<file path="src/rtl/axi4lite_burst_bridge.sv">
// AXI4 burst slave to AXI4-Lite master bridge, one Lite beat in flight per direction.
// Define AXI4LITE_BRIDGE_BRESP_MERGE_EN to report the worst bresp of a burst instead of the last one.
module axi4lite_burst_bridge #(
  parameter int DATA_W = 32,
  parameter int ADDR_W = 32,
  parameter int ID_W   = 4
) (
  input  logic                clk_i,
  input  logic                rst_i,

  input  logic                inport_awvalid_i,
  output logic                inport_awready_o,
  input  logic [ADDR_W-1:0]   inport_awaddr_i,
  input  logic [ID_W-1:0]     inport_awid_i,
  input  logic [7:0]          inport_awlen_i,
  input  logic [1:0]          inport_awburst_i,

  input  logic                inport_wvalid_i,
  output logic                inport_wready_o,
  input  logic [DATA_W-1:0]   inport_wdata_i,
  input  logic [DATA_W/8-1:0] inport_wstrb_i,
  input  logic                inport_wlast_i,

  output logic                inport_bvalid_o,
  input  logic                inport_bready_i,
  output logic [1:0]          inport_bresp_o,
  output logic [ID_W-1:0]     inport_bid_o,

  input  logic                inport_arvalid_i,
  output logic                inport_arready_o,
  input  logic [ADDR_W-1:0]   inport_araddr_i,
  input  logic [ID_W-1:0]     inport_arid_i,
  input  logic [7:0]          inport_arlen_i,
  input  logic [1:0]          inport_arburst_i,

  output logic                inport_rvalid_o,
  input  logic                inport_rready_i,
  output logic [DATA_W-1:0]   inport_rdata_o,
  output logic [1:0]          inport_rresp_o,
  output logic [ID_W-1:0]     inport_rid_o,
  output logic                inport_rlast_o,

  output logic                outport_awvalid_o,
  input  logic                outport_awready_i,
  output logic [ADDR_W-1:0]   outport_awaddr_o,
  output logic                outport_wvalid_o,
  input  logic                outport_wready_i,
  output logic [DATA_W-1:0]   outport_wdata_o,
  output logic [DATA_W/8-1:0] outport_wstrb_o,
  input  logic                outport_bvalid_i,
  output logic                outport_bready_o,
  input  logic [1:0]          outport_bresp_i,

  output logic                outport_arvalid_o,
  input  logic                outport_arready_i,
  output logic [ADDR_W-1:0]   outport_araddr_o,
  input  logic                outport_rvalid_i,
  output logic                outport_rready_o,
  input  logic [DATA_W-1:0]   outport_rdata_i,
  input  logic [1:0]          outport_rresp_i
);

  localparam int STEP   = DATA_W / 8;
  localparam int STRB_W = DATA_W / 8;

  typedef enum logic [2:0] {W_IDLE, W_DATA, W_ISSUE, W_BRESP, W_RESP} w_state_t;
  typedef enum logic [1:0] {R_IDLE, R_ADDR, R_DATA} r_state_t;

  // WRAP only wraps for power-of-two burst lengths; any other length behaves as INCR.
  function automatic logic [ADDR_W-1:0] next_addr(input logic [ADDR_W-1:0] addr,
                                                  input logic [1:0] burst,
                                                  input logic [7:0] len);
    logic [ADDR_W-1:0] incr;
    logic [ADDR_W-1:0] mask;
    incr = addr + ADDR_W'(STEP);
    mask = ((ADDR_W'(len) + ADDR_W'(1)) * ADDR_W'(STEP)) - ADDR_W'(1);
    if (burst == 2'd0)
      next_addr = addr;
    else if (burst == 2'd2 && (len == 8'd1 || len == 8'd3 || len == 8'd7 || len == 8'd15))
      next_addr = (addr & ~mask) | (incr & mask);
    else
      next_addr = incr;
  endfunction

  w_state_t            w_state;
  logic [ADDR_W-1:0]   aw_addr;
  logic [ID_W-1:0]     aw_id;
  logic [7:0]          aw_len;
  logic [1:0]          aw_burst;
  logic [7:0]          w_count;
  logic [DATA_W-1:0]   wdata_q;
  logic [STRB_W-1:0]   wstrb_q;
  logic                awready_q;
  logic                wready_q;
  logic                lite_awvalid_q;
  logic                lite_wvalid_q;
  logic                lite_bready_q;
  logic                bvalid_q;
  logic [1:0]          bresp_q;
  logic                aw_fin;
  logic                w_fin;

  r_state_t            r_state;
  logic [ADDR_W-1:0]   ar_addr;
  logic [ID_W-1:0]     ar_id;
  logic [7:0]          ar_len;
  logic [1:0]          ar_burst;
  logic [7:0]          r_count;
  logic                arready_q;
  logic                lite_arvalid_q;
  logic                r_last;

  // Burst end is taken from the beat counter, so wlast is deliberately not consulted.
  logic unused_wlast;
  assign unused_wlast = inport_wlast_i;

  assign aw_fin = !lite_awvalid_q || outport_awready_i;
  assign w_fin  = !lite_wvalid_q  || outport_wready_i;

  always_ff @(posedge clk_i or posedge rst_i) begin
    if (rst_i) begin
      w_state        <= W_IDLE;
      aw_addr        <= '0;
      aw_id          <= '0;
      aw_len         <= '0;
      aw_burst       <= '0;
      w_count        <= '0;
      wdata_q        <= '0;
      wstrb_q        <= '0;
      awready_q      <= 1'b1;
      wready_q       <= 1'b0;
      lite_awvalid_q <= 1'b0;
      lite_wvalid_q  <= 1'b0;
      lite_bready_q  <= 1'b0;
      bvalid_q       <= 1'b0;
      bresp_q        <= '0;
    end else begin
      case (w_state)
        W_IDLE: if (inport_awvalid_i) begin
          aw_addr   <= inport_awaddr_i;
          aw_id     <= inport_awid_i;
          aw_len    <= inport_awlen_i;
          aw_burst  <= inport_awburst_i;
          w_count   <= '0;
          awready_q <= 1'b0;
          wready_q  <= 1'b1;
`ifdef AXI4LITE_BRIDGE_BRESP_MERGE_EN
          bresp_q   <= '0;
`endif
          w_state   <= W_DATA;
        end
        W_DATA: if (inport_wvalid_i) begin
          wdata_q        <= inport_wdata_i;
          wstrb_q        <= inport_wstrb_i;
          wready_q       <= 1'b0;
          lite_awvalid_q <= 1'b1;
          lite_wvalid_q  <= 1'b1;
          w_state        <= W_ISSUE;
        end
        // AW and W retire independently; a finished channel stays low until the next beat.
        W_ISSUE: begin
          if (lite_awvalid_q && outport_awready_i) lite_awvalid_q <= 1'b0;
          if (lite_wvalid_q && outport_wready_i)   lite_wvalid_q  <= 1'b0;
          if (aw_fin && w_fin) begin
            lite_bready_q <= 1'b1;
            w_state       <= W_BRESP;
          end
        end
        W_BRESP: if (outport_bvalid_i) begin
          lite_bready_q <= 1'b0;
`ifdef AXI4LITE_BRIDGE_BRESP_MERGE_EN
          if (outport_bresp_i > bresp_q) bresp_q <= outport_bresp_i;
`else
          bresp_q <= outport_bresp_i;
`endif
          if (w_count == aw_len) begin
            bvalid_q <= 1'b1;
            w_state  <= W_RESP;
          end else begin
            aw_addr  <= next_addr(aw_addr, aw_burst, aw_len);
            w_count  <= w_count + 8'd1;
            wready_q <= 1'b1;
            w_state  <= W_DATA;
          end
        end
        W_RESP: if (inport_bready_i) begin
          bvalid_q  <= 1'b0;
          awready_q <= 1'b1;
          w_state   <= W_IDLE;
        end
        default: w_state <= W_IDLE;
      endcase
    end
  end

  always_ff @(posedge clk_i or posedge rst_i) begin
    if (rst_i) begin
      r_state        <= R_IDLE;
      ar_addr        <= '0;
      ar_id          <= '0;
      ar_len         <= '0;
      ar_burst       <= '0;
      r_count        <= '0;
      arready_q      <= 1'b1;
      lite_arvalid_q <= 1'b0;
    end else begin
      case (r_state)
        R_IDLE: if (inport_arvalid_i) begin
          ar_addr        <= inport_araddr_i;
          ar_id          <= inport_arid_i;
          ar_len         <= inport_arlen_i;
          ar_burst       <= inport_arburst_i;
          r_count        <= '0;
          arready_q      <= 1'b0;
          lite_arvalid_q <= 1'b1;
          r_state        <= R_ADDR;
        end
        R_ADDR: if (outport_arready_i) begin
          lite_arvalid_q <= 1'b0;
          r_state        <= R_DATA;
        end
        R_DATA: if (outport_rvalid_i && inport_rready_i) begin
          if (r_last) begin
            arready_q <= 1'b1;
            r_state   <= R_IDLE;
          end else begin
            ar_addr        <= next_addr(ar_addr, ar_burst, ar_len);
            r_count        <= r_count + 8'd1;
            lite_arvalid_q <= 1'b1;
            r_state        <= R_ADDR;
          end
        end
        default: r_state <= R_IDLE;
      endcase
    end
  end

  assign r_last = (r_count == ar_len);

  assign inport_awready_o  = awready_q;
  assign inport_wready_o   = wready_q;
  assign inport_bvalid_o   = bvalid_q;
  assign inport_bresp_o    = bresp_q;
  assign inport_bid_o      = aw_id;
  assign outport_awvalid_o = lite_awvalid_q;
  assign outport_awaddr_o  = aw_addr;
  assign outport_wvalid_o  = lite_wvalid_q;
  assign outport_wdata_o   = wdata_q;
  assign outport_wstrb_o   = wstrb_q;
  assign outport_bready_o  = lite_bready_q;

  // Read data is a straight passthrough while a beat is outstanding on the Lite side.
  assign inport_arready_o  = arready_q;
  assign outport_arvalid_o = lite_arvalid_q;
  assign outport_araddr_o  = ar_addr;
  assign inport_rvalid_o   = (r_state == R_DATA) && outport_rvalid_i;
  assign outport_rready_o  = (r_state == R_DATA) && inport_rready_i;
  assign inport_rdata_o    = outport_rdata_i;
  assign inport_rresp_o    = outport_rresp_i;
  assign inport_rid_o      = ar_id;
  assign inport_rlast_o    = r_last;

endmodule

</file>
<file path="config.mk">
export PLATFORM = sky130hd
export DESIGN_NAME = axi4lite_burst_bridge
export DESIGN_NICKNAME = d
export VERILOG_FILES = /design/src/rtl/axi4lite_burst_bridge.sv
export SDC_FILE = /design/constraint.sdc
export NUM_CORES = 1
export LEC_CHECK = 0
export ABC_AREA = 1
export BUFFER_PORTS_ARGS = -buffer_cell sky130_fd_sc_hd__buf_2
export CELL_PAD_IN_SITES_DETAIL_PLACEMENT = 2
export CELL_PAD_IN_SITES_GLOBAL_PLACEMENT = 2
export CORE_ASPECT_RATIO = 0.75
export CORE_MARGIN = 2
export CORE_UTILIZATION = 29
export CTS_CLUSTER_DIAMETER = 50
export CTS_CLUSTER_SIZE = 10
export DETAILED_ROUTE_END_ITERATION = 12
export PLACE_DENSITY = 0.91
export SYNTH_ARGS = -nofsm -noshare
export SYNTH_HDL_FRONTEND = slang
export SYNTH_SLANG_ARGS = --single-unit
</file>
<file path="constraint.sdc">
create_clock -name clk_i -period 15.7 [get_ports clk_i]
set_input_delay 2.355 -clock clk_i [delete_from_list [all_inputs] [get_ports clk_i]]
set_output_delay 2.355 -clock clk_i [all_outputs]
set_load 0.02 [all_outputs]
</file>
[Word-level counts from Yosys, hierarchy flattened]
Index checks and enable logic that the tools add are counted.
Operators by class
  add/subtract/negate cells: 8
  eq/ne operators: 34
  muxes and demuxes: 61
  bitwise gates (word level): 8
  reductions and logical operators: 48
Operator list (count)
  $mux 32: 10
  $and 32x32->32: 4
  $pmux 32 s2: 2
  $add 32x3->32 const B: 2
  $not 32->32: 2
  $or 32x32->32: 2
  $mux 8: 6
  $ne 2x2->1 const B: 16
  $pmux 8 s2: 2
  $reduce_and 5->1: 5
  $sub 11x1->12 const B: 2
  $mux 1: 22
  $add 8x1->9 const B: 2
  $mux 3: 6
  $add 8x1->8 const B: 2
  $eq 8x1->1 const B: 2
  $eq 8x2->1 const B: 2
  $eq 8x3->1 const B: 2
  $eq 8x4->1 const B: 2
  $eq 8x8->1: 2
  $reduce_and 4->1: 4
  $pmux 3 s5: 1
  $reduce_and 3->1: 5
  $pmux 1 s2: 6
  16 further kinds: 48
Storage, ports and cells
  register bits after elaboration: 159
  input bits: 177
  output and inout bits: 155

[Longest topological paths before layout]
  word-level depth: 10
  mapped depth: 15
  gate-level depth less buffers: 15

[Worst setup path before layout]
OpenSTA, ideal clock, no wires.
  kind: input to output
  start point: input port inport_rready_i
  end point: output port outport_rready_o
  arrival: 2.692 ns
  data required time: 13.345 ns
  slack: 10.653 ns
  cell stages on the path: 2
  path through: inv_1 > nor2_1
Between the ends
  word-level cells in the longest chain between the ends: 1
RTL lines
  start: declaration: line 37  | input logic inport_rready_i,
  $logic_and 1x1->1: line 257  | assign outport_rready_o = (r_state == R_DATA) && inport_rready_i;
  end: declaration: line 58  | output logic outport_rready_o,
Every way passes these cells.

[Worst setup path after layout]
  start point: input port outport_rvalid_i
  end point: output port inport_rvalid_o
Between the ends
  word-level cells in the longest chain between the ends: 1
RTL lines
  start: declaration: line 57  | input logic outport_rvalid_i,
  $logic_and 1x1->1: line 256  | assign inport_rvalid_o = (r_state == R_DATA) && outport_rvalid_i;
  end: declaration: line 36  | output logic inport_rvalid_o,
Every way passes these cells.

==> results.md <==
Clock network:
- The number of buffers inserted by post-CTS setup repair is 0.
- The maximum root-to-sink buffer count is 2.
- Clock-pin slew was measured on the worst setup and hold paths at 0.07 ns.
- The clock sink total is 159.
- The tree is rooted in a sky130_fd_sc_hd__clkbuf_16.
- The clock tree from TritonCTS is built.
- Hold repair after CTS inserted 0 buffers.
- Clock tree synthesis inserted a total of 17 buffers.
- Clock latency on the worst-skew pair, taken at its later pin, is 0.46 ns.
- Once the clock tree was built, the resizer swapped 0 gates to a different size.
- The maximum level of the CTS H-tree is 4.

Synthesis:
- For this run, the number of Yosys warnings is 0.
- Of all flip-flops after synthesis, the portion carrying an async set or reset was 100%.
- After synthesis, the largest family of logic cells by area is simple AND/OR/NAND/NOR gates.
- The synthesized netlist devotes 34.9% of its cell area to simple gates.
- The instance count of the mapped netlist is 1491.
- Yosys attributes the largest share of cell area to sky130_fd_sc_hd__dfrtp_1 (39%), sky130_fd_sc_hd__nand2_1 (16%), sky130_fd_sc_hd__nor2_1 (8.8%).
- Of the total synthesized cell area, the portion taken by XOR and XNOR cells is 4.51%.
- Counting flops and latches in the post-synthesis netlist gives 159.
- Summing the areas of all compound-gate instances in the mapped netlist gives 8.18% of the synthesized area.
- The biggest area contributor in the post-synthesis netlist is sky130_fd_sc_hd__dfrtp_1.
- The top cell type's share of synthesized area is 38.9%.
- The number of nets in the synthesized netlist is 1678.
- In this run the cell area of the synthesized design comes to 10100 um2.
- The number of enable flip-flop cells after synthesis is 0.
- The number of different library cells used by synthesis comes to 43.
- The leading register cell type out of synthesis is sky130_fd_sc_hd__dfrtp_1.
- The adder-cell share of the synthesized area is 1.24%.
- The sequential share of the synthesized area is 39.4%.
- Of the post-synthesis cell area, the part taken by muxes is 0.0991%.
- The average instance area after synthesis is 6.77 um2.

Drt:
- Dividing the detail-routed wire length by the instance count gives 18.4 um.
- The post-route DRC violation count is 0.
- The via count is 10700.
- The via-per-instance ratio is 4.93.
- The highest routed metal layer is met4.
- The initial detailed-routing violation count is 512.
- Once detail routing completed, the nets flagged for antenna violations numbered 0.
- For this run, the detailed router's first-pass iteration total came to 4.
- For this block, the routed nets add up to 40100 um of wire.
- The routed wire length on met3 is 1350 um.
- In the final routing, the length of wire on met1 measures 17300 um.
- The met2 wirelength from detailed routing is 20700 um.

STA:
- Setup repair after global routing left no endpoint under its margin.
- The worst clock skew on the final layout is 0.0156 ns.
- Summed over all failing endpoints, the final setup total negative slack is 0 ns.
- For this run, the top clock speed supported by timing is 193 MHz.
- The max-slew headroom at the worst pin is 18.0%.
- The number of endpoints with negative hold slack in the final report is 0.
- The transition at the pin with the smallest max-transition slack is 1.23 ns.
- The worst slack on hold paths is 0.470 ns.
- The routed design could run at a clock period as short as 5.17 ns.
- The final count of pins violating max slew is 0.
- In the post-route analysis, the smallest setup slack over all paths is 10.53 ns.
- Setup violations remaining at the end of the flow were counted as 0.
- The final critical-path share of the clock period is 33.0%.

Place:
- The cell total after placement is 2140.
- The count of port buffers added during placement is 262.
- The placed instances occupy a cell area of 11600 um2.
- Once detailed placement completed, the half-perimeter wirelength came to 29600 um.
- The congestion estimate from routability-driven global placement came to 0.829.
- The pre-CTS worst setup slack is 10.51 ns.

Floorplanning:
- The die covers 36300 um2.
- The die span in y is 166 um.
- The width of the die is 219 um.
- After floorplanning, the core was sized to cover 34500 um2.
- The initial standard-cell utilization of the core is 29.3%.
- 332 I/O pins were placed.
- In this run the core area contains 59 standard-cell rows.

Layout:
- The top cell types in the final layout, fill and taps aside, are sky130_fd_sc_hd__nand2_1 (432), sky130_fd_sc_hd__buf_2 (262), sky130_fd_sc_hd__nor2_1 (236).
- The post-route netlist has 19.5% of its cells at a drive strength greater than 1.
- For this run, the post-layout net count is 1889.
- For this run, the share of the core covered by cells in the final layout is 35.4%.
- Compared with the post-synthesis result, the final layout area differs by 20.8%.
- The count of cells in the finished layout, fillers not included, comes to 2174.
- The final design instance area without fill is 12200 um2.
- The library cell used most frequently in the layout, excluding fill and tap cells, is sky130_fd_sc_hd__nand2_1.

Pwr:
- The total power consumption of the routed design is 2.66 mW.
- For this design the static power due to leakage is 6.34 nW.
- Dividing total power by cell area gives a power density of 218 nW/um2.
- The worst-case IR drop observed on VDD is 0.0000727 V.

Setup path:
- The critical path starts at outport_rvalid_i.
- The endpoint arrival time on the critical path is 2.82 ns.
- The nature of the critical path endpoint is an output port.
- The category of the most critical setup path is in2out.
- In this run the worst path has a maximum fanout of 2.
- The launch point of the worst reg-to-reg path is w_state[2].
- The type of origin of the critical path is an input port.
- The critical path data required time is 13.35 ns.
- The number of cells on the worst reg-to-reg path is 12.

Global routing:
- The overall overflow remaining after global route is 0.
- The number of antenna violations at the first check in global routing is 4.
- The pin count of the biggest net entering global routing is 83.
- For this run, the total global-route usage over all layers was measured as 22.5%.
- The via count of the first global-routing pass is 11700.
- The wire length of the first global-routing pass is 63800 um.

Worst hold path:
- In this run the worst hold path is classified as reg2reg.
- The worst hold path begins at outport_wdata_o[0].
- The worst hold path cell count is 2.

Outcome:
- The run finished with clean final reports.

Run:
- The count of max-cap constraint violations is 0.
==> cell usage after synthesis, types with 3 or more instances <==
library cell / number
sky130_fd_sc_hd__nand4_1: 27
sky130_fd_sc_hd__clkinv_1: 3
sky130_fd_sc_hd__xnor2_1: 16
sky130_fd_sc_hd__nor3_1: 30
sky130_fd_sc_hd__buf_4: 39
sky130_fd_sc_hd__nand3b_1: 3
sky130_fd_sc_hd__nand2_1: 432
sky130_fd_sc_hd__inv_1: 177
sky130_fd_sc_hd__buf_6: 4
sky130_fd_sc_hd__clkbuf_1: 22
sky130_fd_sc_hd__o21ai_0: 54
sky130_fd_sc_hd__buf_2: 7
sky130_fd_sc_hd__or2_2: 4
sky130_fd_sc_hd__xor2_1: 36
sky130_fd_sc_hd__nor2_1: 237
sky130_fd_sc_hd__o21ai_1: 4
sky130_fd_sc_hd__dfrtp_1: 157
sky130_fd_sc_hd__a21oi_1: 78
sky130_fd_sc_hd__nor2_2: 10
sky130_fd_sc_hd__buf_1: 3
sky130_fd_sc_hd__o21a_1: 3
sky130_fd_sc_hd__inv_2: 6
sky130_fd_sc_hd__ha_1: 10
sky130_fd_sc_hd__o31ai_1: 6
sky130_fd_sc_hd__nand3_1: 99
==> where the power goes <==
part / total (mW) / switching, mW / internal [mW]
sequential: 0.818 / 0.222 / 0.596
clock: 0.458 / 0.194 / 0.264
combinational: 1.38 / 0.970 / 0.409
total: 2.66 / 1.39 / 1.27
==> path summary, 6_finish.rpt <==
| kind | to | slack [ns] |
|---|---|---|
| hold reg to reg | outport_wdata_o[0] | 0.47 |
| min in group asynchronous | outport_wdata_o[10] | 2.04 |
| max in group asynchronous | outport_wdata_o[24] | 12.00 |
| setup reg to reg | register | 12.27 |
| hold / removal | outport_wdata_o[0] | 0.47 |
| setup / recovery | inport_rvalid_o | 10.53 |
==> cells by family after synthesis <==
kind of cell             Yosys count
flip-flops                       159
multiplexers                       1
AND/OR/NAND/NOR                  851
adder cells (fa/ha/maj)           10
XOR/XNOR                          52
buffers and inverters            263
AO/OA/AOI/OAI                    155
==> cell type report <==
type                       count  area [um2]
fill                        4196       22300
multi-input combinational   1069        4950
sequential                   159        3980
timing repair buffer         268        1360
inverter                     187         709
tap                          457         572
clock buffer                  20         467
clock inverter                11         155
antenna                        3        7.51
==> critical path, cell delays in order <==
cell                     delay, ns
sky130_fd_sc_hd__buf_2        0.07
sky130_fd_sc_hd__inv_1        0.05
sky130_fd_sc_hd__nor2_1       0.14
sky130_fd_sc_hd__buf_2        0.19
==> metal layers <==
layer / track usage, % / up-vias
li1: - / 5053
met1: 27.5 / 5431
met3: 3.88 / 49
met4: 7.06 / 0
met2: 40.2 / 183
met5: 0 / -
Note: power is estimated with default switching activity, not from simulation.
